--- src/rtl/div_32_pkg.sv ---
// Shared definitions for the iterative signed divider: state encoding,
// iteration count and the magnitude helper used at operand capture.
package div_32_pkg;

    localparam int          DIV_ITER = 32;
    localparam logic [31:0] INT_MIN  = 32'h8000_0000;

    typedef enum logic [1:0] {
        IDLE = 2'd0,
        RUN  = 2'd1,
        FIX  = 2'd2,
        DONE = 2'd3
    } div_state_t;

    // INT_MIN maps onto itself, which is the correct magnitude read as unsigned.
    function automatic logic [31:0] abs32(input logic [31:0] x);
        return x[31] ? (~x + 32'd1) : x;
    endfunction

endpackage

--- src/rtl/div_32_step.sv ---
// One restoring shift-subtract iteration on the {R,Q} working register.
module div_step (
    input  logic [63:0] rq_in,
    input  logic [31:0] divisor,
    output logic [63:0] rq_out
);

    logic [63:0] shifted;
    logic [32:0] trial;

    always_comb begin
        shifted = {rq_in[62:0], 1'b0};
        // The bit shifted out of R becomes the 33rd bit of the trial difference.
        trial   = {rq_in[63], shifted[63:32]} - {1'b0, divisor};
        if (!trial[32]) begin
            rq_out = {trial[31:0], shifted[31:1], 1'b1};
        end else begin
            rq_out = {shifted[63:1], 1'b0};
        end
    end

endmodule

--- src/rtl/div_32.sv ---
// Multicycle 32-bit signed divider: sign/magnitude capture, 32 restoring
// iterations, a sign/overflow fix cycle and a one-cycle ready pulse.
// Handshake: ctrl_DIV is a one-cycle start pulse accepted in any state (it
// aborts a running divide); data_resultRDY pulses once per completed divide,
// with data_result/data_exception valid from that cycle until the next one.
module div_32
    import div_32_pkg::*;
#(
    parameter int WIDTH = 32
) (
    input  logic             clock,
    input  logic             reset,
    input  logic             ctrl_DIV,
    input  logic [WIDTH-1:0] data_operandA,
    input  logic [WIDTH-1:0] data_operandB,
    output logic [WIDTH-1:0] data_result,
    output logic             data_exception,
    output logic             data_resultRDY,
    output logic             busy,
    output div_state_t       dbg_state
);

    localparam logic [4:0] LAST_ITER = 5'(DIV_ITER - 1);

    div_state_t  state, state_next;
    logic [4:0]  count;
    logic [63:0] rq, rq_next;
    logic [31:0] abs_b, op_a, op_b;
    logic        sign;
    logic        div_zero;
    logic [31:0] quotient;
    logic        overflow;

    div_step u_step (
        .rq_in  (rq),
        .divisor(abs_b),
        .rq_out (rq_next)
    );

    assign div_zero = (data_operandB == 32'd0);
    assign quotient = sign ? (~rq[31:0] + 32'd1) : rq[31:0];
    assign overflow = (op_a == INT_MIN) && (op_b == 32'hFFFF_FFFF);

    always_ff @(posedge clock or posedge reset) begin
        if (reset) begin
            state <= IDLE;
        end else begin
            state <= state_next;
        end
    end

    always_comb begin
        state_next     = state;
        data_resultRDY = 1'b0;
        busy           = 1'b0;
        case (state)
            IDLE: state_next = IDLE;
            RUN: begin
                busy = 1'b1;
                if (count == LAST_ITER) state_next = FIX;
            end
            FIX: begin
                busy       = 1'b1;
                state_next = DONE;
            end
            DONE: begin
                data_resultRDY = 1'b1;
                state_next     = IDLE;
            end
            default: state_next = IDLE;
        endcase
        // A start request wins from every state, including an abort of RUN/FIX.
        if (ctrl_DIV) state_next = div_zero ? DONE : RUN;
    end

    always_ff @(posedge clock or posedge reset) begin
        if (reset) begin
            count          <= 5'd0;
            rq             <= 64'd0;
            abs_b          <= 32'd0;
            op_a           <= 32'd0;
            op_b           <= 32'd0;
            sign           <= 1'b0;
            data_result    <= 32'd0;
            data_exception <= 1'b0;
        end else if (ctrl_DIV) begin
            sign  <= data_operandA[31] ^ data_operandB[31];
            abs_b <= abs32(data_operandB);
            op_a  <= data_operandA;
            op_b  <= data_operandB;
            rq    <= {32'd0, abs32(data_operandA)};
            count <= 5'd0;
            if (div_zero) begin
                data_result    <= 32'd0;
                data_exception <= 1'b1;
            end
        end else begin
            case (state)
                RUN: begin
                    rq    <= rq_next;
                    count <= count + 5'd1;
                end
                FIX: begin
                    data_result    <= overflow ? INT_MIN : quotient;
                    data_exception <= overflow;
                end
                default: ;
            endcase
        end
    end

    assign dbg_state = state;

endmodule

--- config.mk ---
export PLATFORM = sky130hd
export DESIGN_NAME = div_32
export DESIGN_NICKNAME = d
export VERILOG_FILES = /design/src/rtl/div_32_pkg.sv /design/src/rtl/div_32_step.sv /design/src/rtl/div_32.sv
export SDC_FILE = /design/constraint.sdc
export NUM_CORES = 1
export LEC_CHECK = 0
export CAP_MARGIN = 20
export CORE_AREA = 2 2 195 178
export CTS_CLUSTER_DIAMETER = 80
export DETAILED_ROUTE_END_ITERATION = 10
export DIE_AREA = 0 0 197 180
export HOLD_SLACK_MARGIN = 0.06
export PLACE_DENSITY = 0.65
export SYNTH_ARGS = -nofsm -noshare
export SYNTH_HDL_FRONTEND = slang
export SYNTH_SLANG_ARGS = --single-unit
--- constraint.sdc ---
create_clock -name clock -period 7.4 [get_ports clock]
set_input_delay 1.48 -clock clock [delete_from_list [all_inputs] [get_ports clock]]
set_output_delay 1.48 -clock clock [all_outputs]
set_load 0.1 [all_outputs]
# [Yosys cells after proc, flatten, opt, wreduce, memory -nomap -nowiden]
# Cells that the tools add are included.
[word_totals] latch_bits=0 mem_bits_ro=0 ramBits=0 ff_bits=201 n_memories=0
[classes] n_reduce_logical=8 n_lt_le_gt_ge=0 n_bitwise=4 n_addsub=5 n_eq_ne=8 n_mul=0 div_mod_pow=0 shift=0 n_mux=21
[ops] cell="$mux W32" n=7
[ops] cell="$mux W64" n=3
[ops] cell="$add A32 B1 Y32 const B" n=3
[ops] cell="$not A32 Y32" n=3
[ops] cell="$eq A32 B32 Y1 const B" n=2
[ops] cell="$sub A33 B32 Y33" n=1
[ops] cell="$logic_not A32 Y1" n=1
[ops] cell="$mux W5" n=2
[ops] cell="$mux W2" n=3
[ops] cell="$pmux W2 S3" n=1
[ops] cell="$add A5 B1 Y5 const B" n=1
[ops] cell="$eq A5 B5 Y1 const B" n=1
[ops] cell="$mux W1" n=5
[ops] cell="$eq A2 B2 Y1 const B" n=2
[ops] cell="$reduce_bool A2 Y1" n=2
[ops] cell="$reduce_or A2 Y1" n=2
[ops] cell="$ne A3 B3 Y1 const B" n=1
[ops] cell="$eq A2 B1 Y1 const B" n=1
[ops] cell="$logic_not A2 Y1" n=1
[ops] cell="$ne A2 B1 Y1 const B" n=1
[ops] cell="$reduce_and A2 Y1" n=1
[ops] cell="$logic_and A1 B1 Y1" n=1
[ops] cell="$xor A1 B1 Y1" n=1

# [Depth between registers and ports, before layout]
[depth] ltp_word=6 ltp_mapped=14 mapped_depth_nobuf=13

# [Modules after synthesis]
# A second synthesis with hierarchy kept.
[unflattened] hier_cells=1248 area_unflattened_um2=12510.7
[by_module_without_submodules] module="div_32" cells_each=908 seq_area_each_um2=5004.8 instances=1 area_per_inst_um2=9960.8
[by_module_without_submodules] module="div_step" cells_each=340 seq_area_each_um2=0.0 instances=1 area_per_inst_um2=2549.9

# [Worst setup path before layout]
# OpenSTA, ideal clock, no wires.
[synth_timing] path_kind="input to register" from="input port data_operandB[4]" to="register data_result[10]" arrival_ns=4.477 setup_slack_ns=2.801 setup_ns=0.122 cell_stages=10 path_cell_list="or3_1 > or3b_4 > or4_4 > or3_1 > nand2b_1 > or4_4 > nor4b_4 > nor2_2 > buf_6 > a22o_1"
[synth_via] elab_chain_cells=3
[synth_rtl] item="start, declared" line="div_32.sv:15" text="input logic [WIDTH-1:0] data_operandB,"
[synth_rtl] item="$logic_not A32 Y1" line="div_32.sv:40" text="assign div_zero = (data_operandB == 32'd0);"
[synth_rtl] item="$ne A2 B1 Y1 (no line)"
[synth_rtl] item="$reduce_and A2 Y1 (no line)"
[synth_rtl] item="end signal, assigned" line="div_32.sv:104" text="data_result <= overflow ? INT_MIN : quotient;"
[synth_rtl] item="end, declared" line="div_32.sv:16" text="output logic [WIDTH-1:0] data_result,"
# No other way between the ends.
# A chain may end at the register's enable or synchronous reset.

# [Worst setup path in the final report]
[layout_timing] from="input port data_operandB[4]" to="register data_result[2]"
# The elaborated chain is that of the path after synthesis.

==> metrics <==
All-Layer GR Usage=17.7%; core area=33,500 um^2; complex-gate fraction of the synthesized area=18.9%; CP required=7.74 ns; CP Class=in -> reg; outcome=completed; layout cells sized above 1=8.92%; fin nets=1,441; Syn Nets=1,376; htree depth=4; port buffer count=103; routability cong.=0.890; post-synth cell types=65; Via density=5.35; Post-DRT Antenna Nets=0; Post-Synthesis Cells=1,268; RR Startpoint=abs_b[0]; # clock sinks=200; crit path buf inv count=2; hold buffers post-CTS=0; f_max=199 MHz; setup TNS=0 ns; Root Buffer=clkbuf_16; global-route wire length before repair=50,300 um; die width=197 um; Area after DPL=13,300 um^2; final hold viol count=0; Initial Util=35.5%; DR pass1 iterations=5; post-synth top area cell=dfrtp_1; Startpoint Class=input pin; multiplexer area fraction after synthesis=7.64%; Max FO, Critical Path=32; CTS tree=built; slew margin rel.=26.3%; cell chain of the critical path=clkdlybuf4s50_1, or3_1, or3b_4, or4_4, or3_1, nand2b_1, or4_4, nor4b_4, nor2_2, buf_4, a22o_1; Layout Skew=0.0117 ns; count leader, synth=dfrtp_1; top post-synthesis cells by count=dfrtp_1 (200), nand2_1 (132), a21oi_1 (97), nor2_1 (97), o21ai_0 (82); dominant synthesized flop cell=dfrtp_1; fin crit period=5.03 ns; xor/xnor cell area share of the yosys netlist=8.11%; YS warnings=0; final period utilization=68.0%; Worst Min Path Start=op_b[25]; cell family with the largest share of critical-path delay=simple AND/OR/NAND/NOR gates; DRC=0; hpwl dp=22,300 um; Critical Path Start=data_operandB[4]; actual slew at the worst max-slew pin=1.10 ns; wire length per cell=17.4 um; RSZ-0062 raised after global routing=false; row count=64; simple-gate portion of the synthesized area=14.6%; total gr overflow=0; WP data arrival=5.37 ns; Crit-path slowest cell=or4_4; #FFs+latches synth=200; Synth Area in Adders=4.38%; Final Util=41.4%; IO Pins=104; main combinational cell family by area after synthesis=compound AO/OA/AOI/OAI gates; fin. max-slew vios=0; clk_lat worst skew=0.45 ns; sequential element share of the synthesized area=42.2%; final setup fails=0; Critical Path Max Stage Delay=0.52 ns; Finished Cell Area=13,900 um^2; area share of the largest cell type after synthesis=42.2%; PwrDens=368 nW/um^2; area grow syn2layout=16.8%; total CTS buffers=17; Die Span Y=180 um; Worst setup EP type=flip-flop; Hold Path Class=reg -> reg; Post-Syn Area per Cell=9.36 um^2; synthesized area=11,900 um^2; leakage=0.00588 uW; initial antenna violation count=1; peak supply drop=0.233 mV; Max clock buf depth=2; DR vias=9,497; max cap viols=0; post-CTS sizing=0; WL final=31,000 um; top post-synthesis cells by area=dfrtp_1 (42%), mux2_2 (5.8%), xnor2_1 (4.3%); number of synthesized flops with an enable pin=0; pin count of the biggest net entering global routing=132; post-CTS repair timing setup buffer count=0; Worst Setup Slack, final=2.37 ns; Worst-path clk slew=0.08 ns; dpl ws=1.91 ns; Iteration-0 DRC Markers=741; die area=35,500 um^2; ys async rst share=100%; vias in the first global route=9,000
worst paths after layout:
| check | to | slack, ns | depth (start not counted) |
|---|---|---|---|
| min in group asynchronous | data_result[23] | 1.60 | 2 |
| hold / removal | op_b[25] | 0.51 | 1 |
| hold reg to reg | op_b[25] | 0.51 | 1 |
| setup reg to reg | rq[52] | 2.98 | 13 |
| max in group asynchronous | op_a[4] | 4.36 | 3 |
| setup / recovery | data_result[2] | 2.37 | 11 |
per-layer routing:
metal,global-route usage [%],up-vias,part of all wire [%]
met5,0,-,0
met4,5.38,0,1.9
met3,2.33,28,4.0
met2,25.5,222,42
met1,27.2,4543,52
li1,-,4704,-
final cells by class:
cell class / instances / area [um^2]
Multi-Input combinational cell: 939 / 6410
Clock inverter: 14 / 136
Fill cell: 3280 / 19600
Tap cell: 429 / 537
Sequential cell: 200 / 5000
Inverter: 61 / 236
Clock buffer: 18 / 429
Timing Repair Buffer: 114 / 1110
Antenna cell: 1 / 2.50
kinds of logic (layout without fill, tap and decap cells):
family / after synthesis / after routing
compound gates: 342 / 342
buf+inv: 129 / 207
other cells: 0 / 1
xor+xnor: 110 / 110
fa+ha+maj: 41 / 41
mux: 83 / 83
flops: 200 / 200
simple gates: 363 / 363
cell usage in the layout, fill, tap and decap left out, types with 9 or more instances in the layout:
cell type        instances
nand2_1                132
o41ai_1                 16
o21ai_0                 82
mux2i_1                 22
xnor2_1                 57
clkbuf_16               17
xor2_1                  51
a21oi_1                 97
o31ai_1                 25
and3_1                  14
nand3_1                 14
o2bb2ai_1               10
a21o_1                  15
a211oi_1                13
clkdlybuf4s50_1        102
nor2_1                  97
or4_1                   18
nand2b_1                 9
buf_4                   11
nor4_1                  17
mux2_2                  61
nand4_1                 17
a22o_1                  23
inv_1                   59
o211ai_1                 9
nor2b_1                  9
ha_1                    39
a311oi_1                20
dfrtp_1                200
nor3_1                  10
power breakdown:
group          internal, uW  leakage (uW)  switching [uW]
clock network           447      0.000277             467
logic                   851       0.00318            1720
registers              1360       0.00242             258
total                  2660       0.00588            2440
sequential cells by signal (all words and copies together) (netlist names):
signal and cells:
rq 64, data_exception 1, abs_b 32, data_result 32, op_a 32, op_b 31, sign 1, dbg_state 2
count 5
per-stage QoR:
stage | hold slack (ns) | power [uW] | cells
floorplan | 0.453 | 3520 | 1268
global placement | 0.476 | 4150 | 1743
detailed placement | 0.479 | 4190 | 1743
CTS | 0.506 | 5120 | 1775
global route | 0.522 | 5410 | 1776
finish | 0.505 | 5100 | 1776
(Power assumes the default switching activity.)
==> RTL edit: new RTL, same settings <==
The package constant `DIV_ITER` goes from 32 to 24.
--- a/src/rtl/div_32_pkg.sv
+++ b/src/rtl/div_32_pkg.sv
@@ -4,3 +4,3 @@
 
-    localparam int          DIV_ITER = 32;
+    localparam int          DIV_ITER = 24;
     localparam logic [31:0] INT_MIN  = 32'h8000_0000;
Function: same outputs for any inputs over 10 cycles, from zero or initial values and one cycle with reset high; that may be too few to reach the edited logic, so the function may still have changed.
==> RTL edit against the original RTL <==
Design area up 1.2%; worst setup slack better by 0.64 ns; utilization up 0.48 points; routed wire length up 1.5%; global-route usage up 0.55 points; sequential cell count unchanged; highest routed layer unchanged; combinational power down 2%; synthesized area up 1.7%; total power down 1.5%.
==> RTL edit: results <==
group,metric,value,unit
finish,clk_share,3.88,%
worst_setup_path,r2r_slack,3.30,ns
detailed_routing,via_per_inst,5.44,
global_routing,grt_max_degree,139,
global_routing,met2_usage,26.2,%
power,p_leak,0.00591,uW
logic_synthesis,synth_common_cells,"200 x dfrtp_1, 115 x o21ai_0, 104 x nand2_1, 94 x nor2_1, 84 x a21oi_1",
finish,antenna-diode-count,0,
finish,buf_share,7.98,%
finish,design_area,14000,um^2
power,p_seq,1620,uW
worst_setup_path,rr_endpoint,"rq[45]",
placed_design,placed_cell_area,13500,um^2
worst_setup_path,crit_path_start,"data_operandB[8]",
global_routing,antenna_found_initial,0,
finish,finalNetCount,1461,
worst_setup_path,rr_startpoint,"rq[31]",
finish,multi_input_comb_cells,966,
placed_design,place_hpwl,22.6,mm
detailed_routing,wire_per_inst,17.5,um
sta,relSlewSlack,25.6,%
global_routing,met3_usage,2.50,%
power,clock_power_share,17.6,%
detailed_routing,met3_length,954,um
clocking,clk_latency,0.45,ns
global_routing,grtUsageTotal,18.2,%
detailed_routing,drt_iter0_drc,651,
power,total_power,5020,uW
detailed_routing,wl_met2,13.5,mm
outcome,outcome,"finished, final reports clean",
logic_synthesis,synth_area_leaders,"dfrtp_1 41%, mux2_2 6.0%, xor2_1 5.1%",
finish,nonClockInverterCount,54,
finish,buffers_excl_clock,115,
finish,seq_area_share,35.7,%
logic_synthesis,synth_nets,1400,
power,p_sw,2410,uW
worst_setup_path,arrival,4.74,ns
worst_setup_path,critPathCapture,"data_result[30]",
placed_design,post-place-ws,2.55,ns
logic_synthesis,avgSynthCellArea,9.34,um^2
global_routing,grt_pass1_wl,51.6,mm
finish,stdcell_count,1795,
placed_design,gp_congestion,0.858,
worst_setup_path,rr_worst_depth,13,
logic_synthesis,yosysUniqueCellTypes,59,
power,ir_drop,219,uV
finish,multiInputGateArea,6610,um^2
global_routing,grt_pass1_vias,9251,
sta,finClkSkew,0.00861,ns
finish,nFillCells,3227,
sta,fin_crit_sh,59.4,%
finish,drive_above_1_share,9.15,%
detailed_routing,wl_met1,16.5,mm
worst_setup_path,path_max_fanout,33,
logic_synthesis,synth-seq-area-share,41.5,%
==> RTL edit: cell families after synthesis <==
family	synth area share [%]
multiplexers	8.46
AND/OR/NAND/NOR	15.0
adder cells (fa/ha/maj)	4.21
XOR/XNOR	8.63
flip-flops	41.5
buffers and inverters	4.01
AO/OA/AOI/OAI	18.2
==> RTL edit: critical path, cell delays in order <==
cell             delay, ns
clkdlybuf4s50_1       0.47
or4_1                 0.58
or3_1                 0.38
or3_1                 0.39
or3_1                 0.44
nand4b_1              0.27
nor2b_2               0.22
buf_4                 0.24
a22o_1                0.26
==> RTL edit: worst min-delay path by stage <==
stage,cells past startpoint,from,slack [ns],to
floorplan,1,op_a[28],0.47,op_a[28]
global placement,2,data_result[27],0.47,data_result[27]
detailed placement,2,data_result[11],0.47,data_result[11]
CTS,2,data_result[11],0.49,data_result[11]
global route,1,op_a[5],0.51,op_a[5]
finish,2,data_result[16],0.48,data_result[16]
